==> src/rtl/vfpu_result_buffer.sv <==
// Result FIFO behind the VFPU: buffers normalised results, issues operand credits so
// every in-flight result has a guaranteed slot, and tracks completion of a job of len_i results.
module vfpu_result_buffer #(
  parameter int unsigned DATA_WIDTH = 32,
  parameter int unsigned DEPTH      = 8,
  parameter int unsigned LEN_WIDTH  = 16
) (
  input  logic                  clk_i,
  input  logic                  rst_ni,
  input  logic                  clear_i,
  input  logic                  start_i,
  input  logic [LEN_WIDTH-1:0]  len_i,
  input  logic                  issue_valid_i,
  output logic                  issue_ready_o,
  input  logic [DATA_WIDTH-1:0] result_i,
  input  logic                  result_valid_i,
  output logic [DATA_WIDTH-1:0] out_data_o,
  output logic                  out_valid_o,
  input  logic                  out_ready_i,
  output logic                  busy_o,
  output logic                  job_done_o,
  output logic                  err_o
);

  localparam int unsigned AW = $clog2(DEPTH);
  localparam int unsigned CW = $clog2(DEPTH + 1);

  typedef enum logic [1:0] {
    S_IDLE,
    S_RUN,
    S_DRAIN,
    S_DONE
  } state_e;

  state_e                r_state;
  state_e                w_state_nxt;

  logic [DATA_WIDTH-1:0] r_mem [DEPTH];
  logic [AW-1:0]         r_wptr;
  logic [AW-1:0]         r_rptr;
  logic [CW-1:0]         r_count;
  logic [CW-1:0]         r_inflight;
  logic [LEN_WIDTH-1:0]  r_len;
  logic [LEN_WIDTH-1:0]  r_issued;
  logic [LEN_WIDTH-1:0]  r_popped;
  logic                  r_err;

  logic                  w_full;
  logic                  w_pop;
  logic                  w_push;
  logic                  w_issue;
  logic                  w_start;
  logic                  w_job_active;
  logic                  w_credit_ok;
  logic [CW:0]           w_occupancy;
  logic [LEN_WIDTH-1:0]  w_issued_nxt;
  logic [LEN_WIDTH-1:0]  w_popped_nxt;

  assign w_full       = (r_count == CW'(DEPTH));
  assign out_valid_o  = (r_count != '0);
  assign out_data_o   = r_mem[r_rptr];
  assign err_o        = r_err;
  assign w_pop        = out_valid_o & out_ready_i;
  // A push into a full FIFO is still accepted when the head leaves in the same cycle.
  assign w_push       = result_valid_i & (~w_full | w_pop);
  assign w_issue      = issue_valid_i & issue_ready_o;
  assign w_start      = (r_state == S_IDLE) & start_i;
  assign w_job_active = (r_state == S_RUN) | (r_state == S_DRAIN);
  assign w_occupancy  = {1'b0, r_count} + {1'b0, r_inflight};
  assign w_credit_ok  = (w_occupancy < (CW + 1)'(DEPTH));
  assign w_issued_nxt = r_issued + LEN_WIDTH'(w_issue);
  assign w_popped_nxt = r_popped + LEN_WIDTH'(w_pop & w_job_active);

  // FSM: state register
  always_ff @(posedge clk_i or negedge rst_ni) begin
    if (!rst_ni) begin
      r_state <= S_IDLE;
    end else if (clear_i) begin
      r_state <= S_IDLE;
    end else begin
      r_state <= w_state_nxt;
    end
  end

  // FSM: next state
  always_comb begin
    w_state_nxt = r_state;
    unique case (r_state)
      S_IDLE:  if (start_i) w_state_nxt = (len_i == '0) ? S_DONE : S_RUN;
      S_RUN:   if (w_issue && (w_issued_nxt == r_len)) w_state_nxt = S_DRAIN;
      S_DRAIN: if (w_popped_nxt >= r_len) w_state_nxt = S_DONE;
      S_DONE:  w_state_nxt = S_IDLE;
      default: w_state_nxt = S_IDLE;
    endcase
  end

  // FSM: outputs, from registers only so issue_ready_o has no path from issue_valid_i
  always_comb begin
    issue_ready_o = 1'b0;
    busy_o        = 1'b0;
    job_done_o    = 1'b0;
    if (r_state != S_IDLE) busy_o = 1'b1;
    if (r_state == S_DONE) job_done_o = 1'b1;
    if ((r_state == S_RUN) && w_credit_ok && (r_issued < r_len)) issue_ready_o = 1'b1;
  end

  always_ff @(posedge clk_i or negedge rst_ni) begin
    if (!rst_ni) begin
      for (int unsigned i = 0; i < DEPTH; i++) r_mem[i] <= '0;
    end else if (clear_i) begin
      for (int unsigned i = 0; i < DEPTH; i++) r_mem[i] <= '0;
    end else if (w_push) begin
      r_mem[r_wptr] <= result_i;
    end
  end

  always_ff @(posedge clk_i or negedge rst_ni) begin
    if (!rst_ni) begin
      r_wptr     <= '0;
      r_rptr     <= '0;
      r_count    <= '0;
      r_inflight <= '0;
      r_err      <= 1'b0;
    end else if (clear_i) begin
      r_wptr     <= '0;
      r_rptr     <= '0;
      r_count    <= '0;
      r_inflight <= '0;
      r_err      <= 1'b0;
    end else begin
      if (w_push) r_wptr <= r_wptr + 1'b1;
      if (w_pop)  r_rptr <= r_rptr + 1'b1;
      if (w_push && !w_pop)      r_count <= r_count + 1'b1;
      else if (!w_push && w_pop) r_count <= r_count - 1'b1;
      // An unexpected result never drives inflight below zero.
      if (w_issue && !result_valid_i)                             r_inflight <= r_inflight + 1'b1;
      else if (!w_issue && result_valid_i && (r_inflight != '0))  r_inflight <= r_inflight - 1'b1;
      if (result_valid_i && ((w_full && !w_pop) || (r_inflight == '0))) r_err <= 1'b1;
    end
  end

  always_ff @(posedge clk_i or negedge rst_ni) begin
    if (!rst_ni) begin
      r_len    <= '0;
      r_issued <= '0;
      r_popped <= '0;
    end else if (clear_i) begin
      r_len    <= '0;
      r_issued <= '0;
      r_popped <= '0;
    end else if (w_start) begin
      r_len    <= len_i;
      r_issued <= '0;
      r_popped <= '0;
    end else begin
      r_issued <= w_issued_nxt;
      r_popped <= w_popped_nxt;
    end
  end

endmodule

==> config.mk <==
export PLATFORM = sky130hd
export DESIGN_NAME = vfpu_result_buffer
export DESIGN_NICKNAME = d
export VERILOG_FILES = /design/src/rtl/vfpu_result_buffer.sv
export SDC_FILE = /design/constraint.sdc
export NUM_CORES = 1
export LEC_CHECK = 0
export ABC_AREA = 1
export CAP_MARGIN = 10
export CORE_UTILIZATION = 50
export CTS_BUF_LIST = sky130_fd_sc_hd__clkbuf_8
export CTS_CLUSTER_DIAMETER = 60
export DETAILED_ROUTE_END_ITERATION = 8
export GPL_TIMING_DRIVEN = 0
export PLACE_DENSITY = 0.74
export SLEW_MARGIN = 20
export SYNTH_ARGS = -nofsm -noshare
export SYNTH_HDL_FRONTEND = slang
export SYNTH_SLANG_ARGS = --single-unit
==> constraint.sdc <==
create_clock -name clk_i -period 8.8 [get_ports clk_i]
set_input_delay 1.76 -clock clk_i [delete_from_list [all_inputs] [get_ports clk_i]]
set_output_delay 1.76 -clock clk_i [all_outputs]
set_load 0.05 [all_outputs]
==> Implementation_results.wiki, run 1 <==
{| class="wikitable"
! Metric !! Value
|-
| Data arrival time of the critical path || 3.73 ns
|-
| Final setup violation count || 0
|-
| Placed Cells || 2395
|-
| Post-synth EDFFs || 0
|-
| Net count, final || 2154
|-
| Number of I/O pins || 92
|-
| Minimum clock period || roughly 5.5 ns
|-
| Layout cells sized above 1 || 8.15%
|-
| Share of the synthesized area in compound gates (AO/OA/AOI/OAI) || 20.4%
|-
| Global-route wire length before repair || 78200 um
|-
| Share of synthesized cell area in full adder, half adder and majority cells || 4.03%
|-
| Synth unique cells || 47
|-
| Largest net degree at the start of global routing || 96
|-
| Yosys top cell area share || 49.5%
|-
| Main combinational cell family by area after synthesis || compound AO/OA/AOI/OAI gates
|-
| Unrepaired setup endpoints after global routing || false
|-
| Synthesized area || 16200 um2
|-
| Sequential share of the synthesized area || between 40% and 50%
|-
| Required time at the worst-slack endpoint || 7.04 ns
|-
| Placed wire-length estimate || 33800 um
|-
| CTS clock-pin slew for the worst setup and hold paths || 0.06 ns
|-
| 1st-pass router iterations || 6
|-
| YS warnings || 0
|-
| Final clock skew || 0.0210 ns
|-
| Die width || 182 um
|-
| Mux contribution to synthesized area || 0%
|-
| Transition time at the pin with the least slew margin || 0.796 ns
|-
| Simple-gate share of the synthesized area || 15.9%
|-
| Worst rel slew slack || 46.9%
|-
| Post-Synthesis Cells || 1899
|-
| Antenna viol nets, final || 0
|-
| Global routing usage summed across all routing layers || 30.1%
|-
| Post-CTS Resized || 0
|-
| Number of vias after detailed routing || 14900
|-
| Die height || around 180 um
|-
| Launching instance or port of the critical path || r_rptr[0]
|-
| Routability congestion estimate from global placement || 0.879
|-
| Most numerous cell types in the synthesized netlist || sky130_fd_sc_hd__dfrtp_1 (321), sky130_fd_sc_hd__o21ai_0 (262), sky130_fd_sc_hd__inv_1 (223)
|-
| Worst path setup slack after routing || 3.31 ns
|-
| Worst hold start || r_mem[4]
|-
| Total global routing overflow || 0
|-
| Top area cells in the synthesized netlist || sky130_fd_sc_hd__dfrtp_1 (50%), sky130_fd_sc_hd__o21ai_0 (8.1%), sky130_fd_sc_hd__nand3_1 (5.8%)
|-
| # port buffers || slightly above 90
|-
| Fmax || 182 MHz
|-
| Detailed-route wire length per cell || 19.7 um
|-
| Post-synthesis area per instance || 8.54 um2
|-
| Final Hold Violating Endpoints || 0
|-
| # rows || 65
|-
| Worst-skew pair later-pin latency || between 0.6 and 0.7 ns
|-
| Hold crit path type || reg -> reg
|-
| Sinks on Clock Net || 321
|-
| Worst setup slack after placement || around 3.3 ns
|-
| Leak || 8.44 nW
|-
| Max rail drop VDD || approximately 190 uV
|-
| Largest area contributor in the synthesized netlist || sky130_fd_sc_hd__dfrtp_1
|-
| Area growth syn-to-layout || 15.8%
|-
| Xor and xnor area share after synthesis || 0.949%
|-
| Filler cell count in the final layout || 2841
|-
| Setup crit end kind || output pin
|-
| Slew Limit Fails || 0
|-
| Share of the clock period used by the worst path || 62.3%
|-
| TritonCTS clock tree || yes
|-
| DRC marker count from the first detailed-route iteration || 1462
|-
| Effective utilization at floorplan || 51.1%
|-
| Number of synthesized register bits || 321
|-
| Total wirelength of the detailed-routed design || 49100 um
|-
| Run status || finished clean
|-
| H-tree levels || 2
|-
| Number of buffers inserted during clock tree synthesis || 53
|-
| Hold bufs inserted after CTS || 0
|-
| Category of the critical setup timing path || reg -> out
|-
| Mean number of vias per cell || between 5 and 6
|-
| CORE AREA || 31700 um2
|-
| Setup Fix Bufs, Post-CTS || 0
|-
| Crit Path Max Fanout || 10
|-
| Share of the core filled with cells || 59.2%
|-
| Number of cells in the finished layout apart from fillers || 2488
|-
| Vias in the first global route || around 15000
|-
| Post-synth net total || 2005
|-
| Power density over the cells || 235 nW/um2
|-
| Critical Path Source Type || register
|-
| Antenna violations before repair || 1
|-
| Dominant synthesized flop cell || sky130_fd_sc_hd__dfrtp_1
|-
| Max-cap violations || 0
|-
| Area of the die || 33200 um2
|-
| Launch point of the worst reg-to-reg path || r_state[0]
|-
| Master cell of the clock root buffer || sky130_fd_sc_hd__clkbuf_8
|-
| Number of design rule violations left after detail routing || 0
|-
| Most frequently used cell type in the post-synthesis netlist || sky130_fd_sc_hd__dfrtp_1
|-
| Clock buffer depth || 3
|-
| Post-synthesis async set-or-reset flop share || 100%
|}
[placed cells by master (no fill, tap or decap), drive strengths merged, types with 11 or more instances in the layout]
cell | synthesis | final
a21oi | 156 | 156
a31oi | 32 | 32
buf | 57 | 61
clkbuf | 67 | 134
clkdlybuf4s50 | 0 | 90
clkinv | 1 | 12
dfrtp | 321 | 321
ha | 49 | 49
inv | 225 | 238
nand2 | 216 | 216
nand3 | 194 | 194
nor2 | 108 | 108
o21ai | 290 | 290
o22ai | 129 | 129
xor2 | 11 | 11
[power by group]
group | internal (mW) | switching, mW
Clock | 0.685 | 0.632
Sequential | 1.55 | 0.0557
Combinational | 0.455 | 1.03
[layer usage]
layer	track usage, %	wire, um	up-vias
met5	0	0	-
met3	5.97	4230	129
met4	12.8	1750	0
met2	47.9	23100	731
met1	40.2	20100	7225
li1	-	-	6802
[area by class of cell]
cell class / count / area (um2) / share of cell area (%)
tap: 402 / 503 / 2.68
sequential: 321 / 8030 / 42.8
clock inverter: 25 / 134 / 0.713
multi-input combinational: 1228 / 6700 / 35.7
antenna: 1 / 2.50 / 0.0133
buffer: 124 / 634 / 3.38
clock buffer: 67 / 922 / 4.91
timing repair buffer: 94 / 998 / 5.32
inverter: 226 / 856 / 4.56
[cell families (layout without fill, tap and decap cells)]
| family | Yosys count | after routing |
|---|---|---|
| XOR/XNOR | 16 | 16 |
| AND/OR/NAND/NOR | 546 | 546 |
| other | 0 | 1 |
| AO/OA/AOI/OAI | 615 | 615 |
| flip-flops | 321 | 321 |
| adder cells (fa/ha/maj) | 51 | 51 |
| buffers and inverters | 350 | 536 |
[stage by stage]
step	hold slack (ns)	TNS (ns)	power [mW]	instance area (um2)
2_1_floorplan	0.475	0	2.58	16200
3_3_place_gp	0.480	-2572.40	3.07	17600
3_5_place_dp	0.495	0	3.09	17700
4_1_cts	0.510	0	4.41	18800
5_1_grt	0.532	0	4.60	18800
6_report	0.511	0	4.41	18800
[worst paths after layout]
path / to / slack, ns / depth (start not counted)
worst max-delay path: out_data_o[1] / 3.31 / 6
worst min-delay path: r_mem[4] / 0.51 / 2
worst max register to register: r_state[0] / 4.87 / 27
worst min register to register: r_mem[4] / 0.51 / 2
max in group asynchronous: r_mem[240] / 6.47 / 3
min in group asynchronous: r_len[7] / 1.07 / 1
[worst max-delay path: stages (launching register included)]
cell and delay [ns]:
sky130_fd_sc_hd__dfrtp_1 0.42, sky130_fd_sc_hd__inv_1 0.12, sky130_fd_sc_hd__clkbuf_1 0.42, sky130_fd_sc_hd__clkbuf_1 0.64
sky130_fd_sc_hd__o21ai_0 0.30, sky130_fd_sc_hd__a31oi_1 0.33, sky130_fd_sc_hd__clkdlybuf4s50_1 0.86
[state kept, by name, indices dropped and copies added (netlist names), 3 cells and up]
name,cells
r_rptr,3
r_popped,16
r_issued,16
r_mem,256
r_wptr,3
r_inflight,4
r_count,4
r_len,16
Power figures use the tool's default switching activity.
==> run 2: changes to the inputs <==
- clock period: 8.8 -> 5.6 ns (I/O delays scaled with it)
==> results of run 2 <==
Same layout as run 1 (identical final DEF). Status: finished clean.
Main changes from that run: setup slack after placement 3.33 ns -> 0.768 ns; setup slack after layout 3.31 ns -> 0.753 ns; hold slack 0.511 ns -> 0.428 ns; register-to-register setup slack 4.87 ns -> 1.67 ns; total power 4.41 mW -> 6.93 mW; worst IR drop on VDD 189 uV -> 297 uV
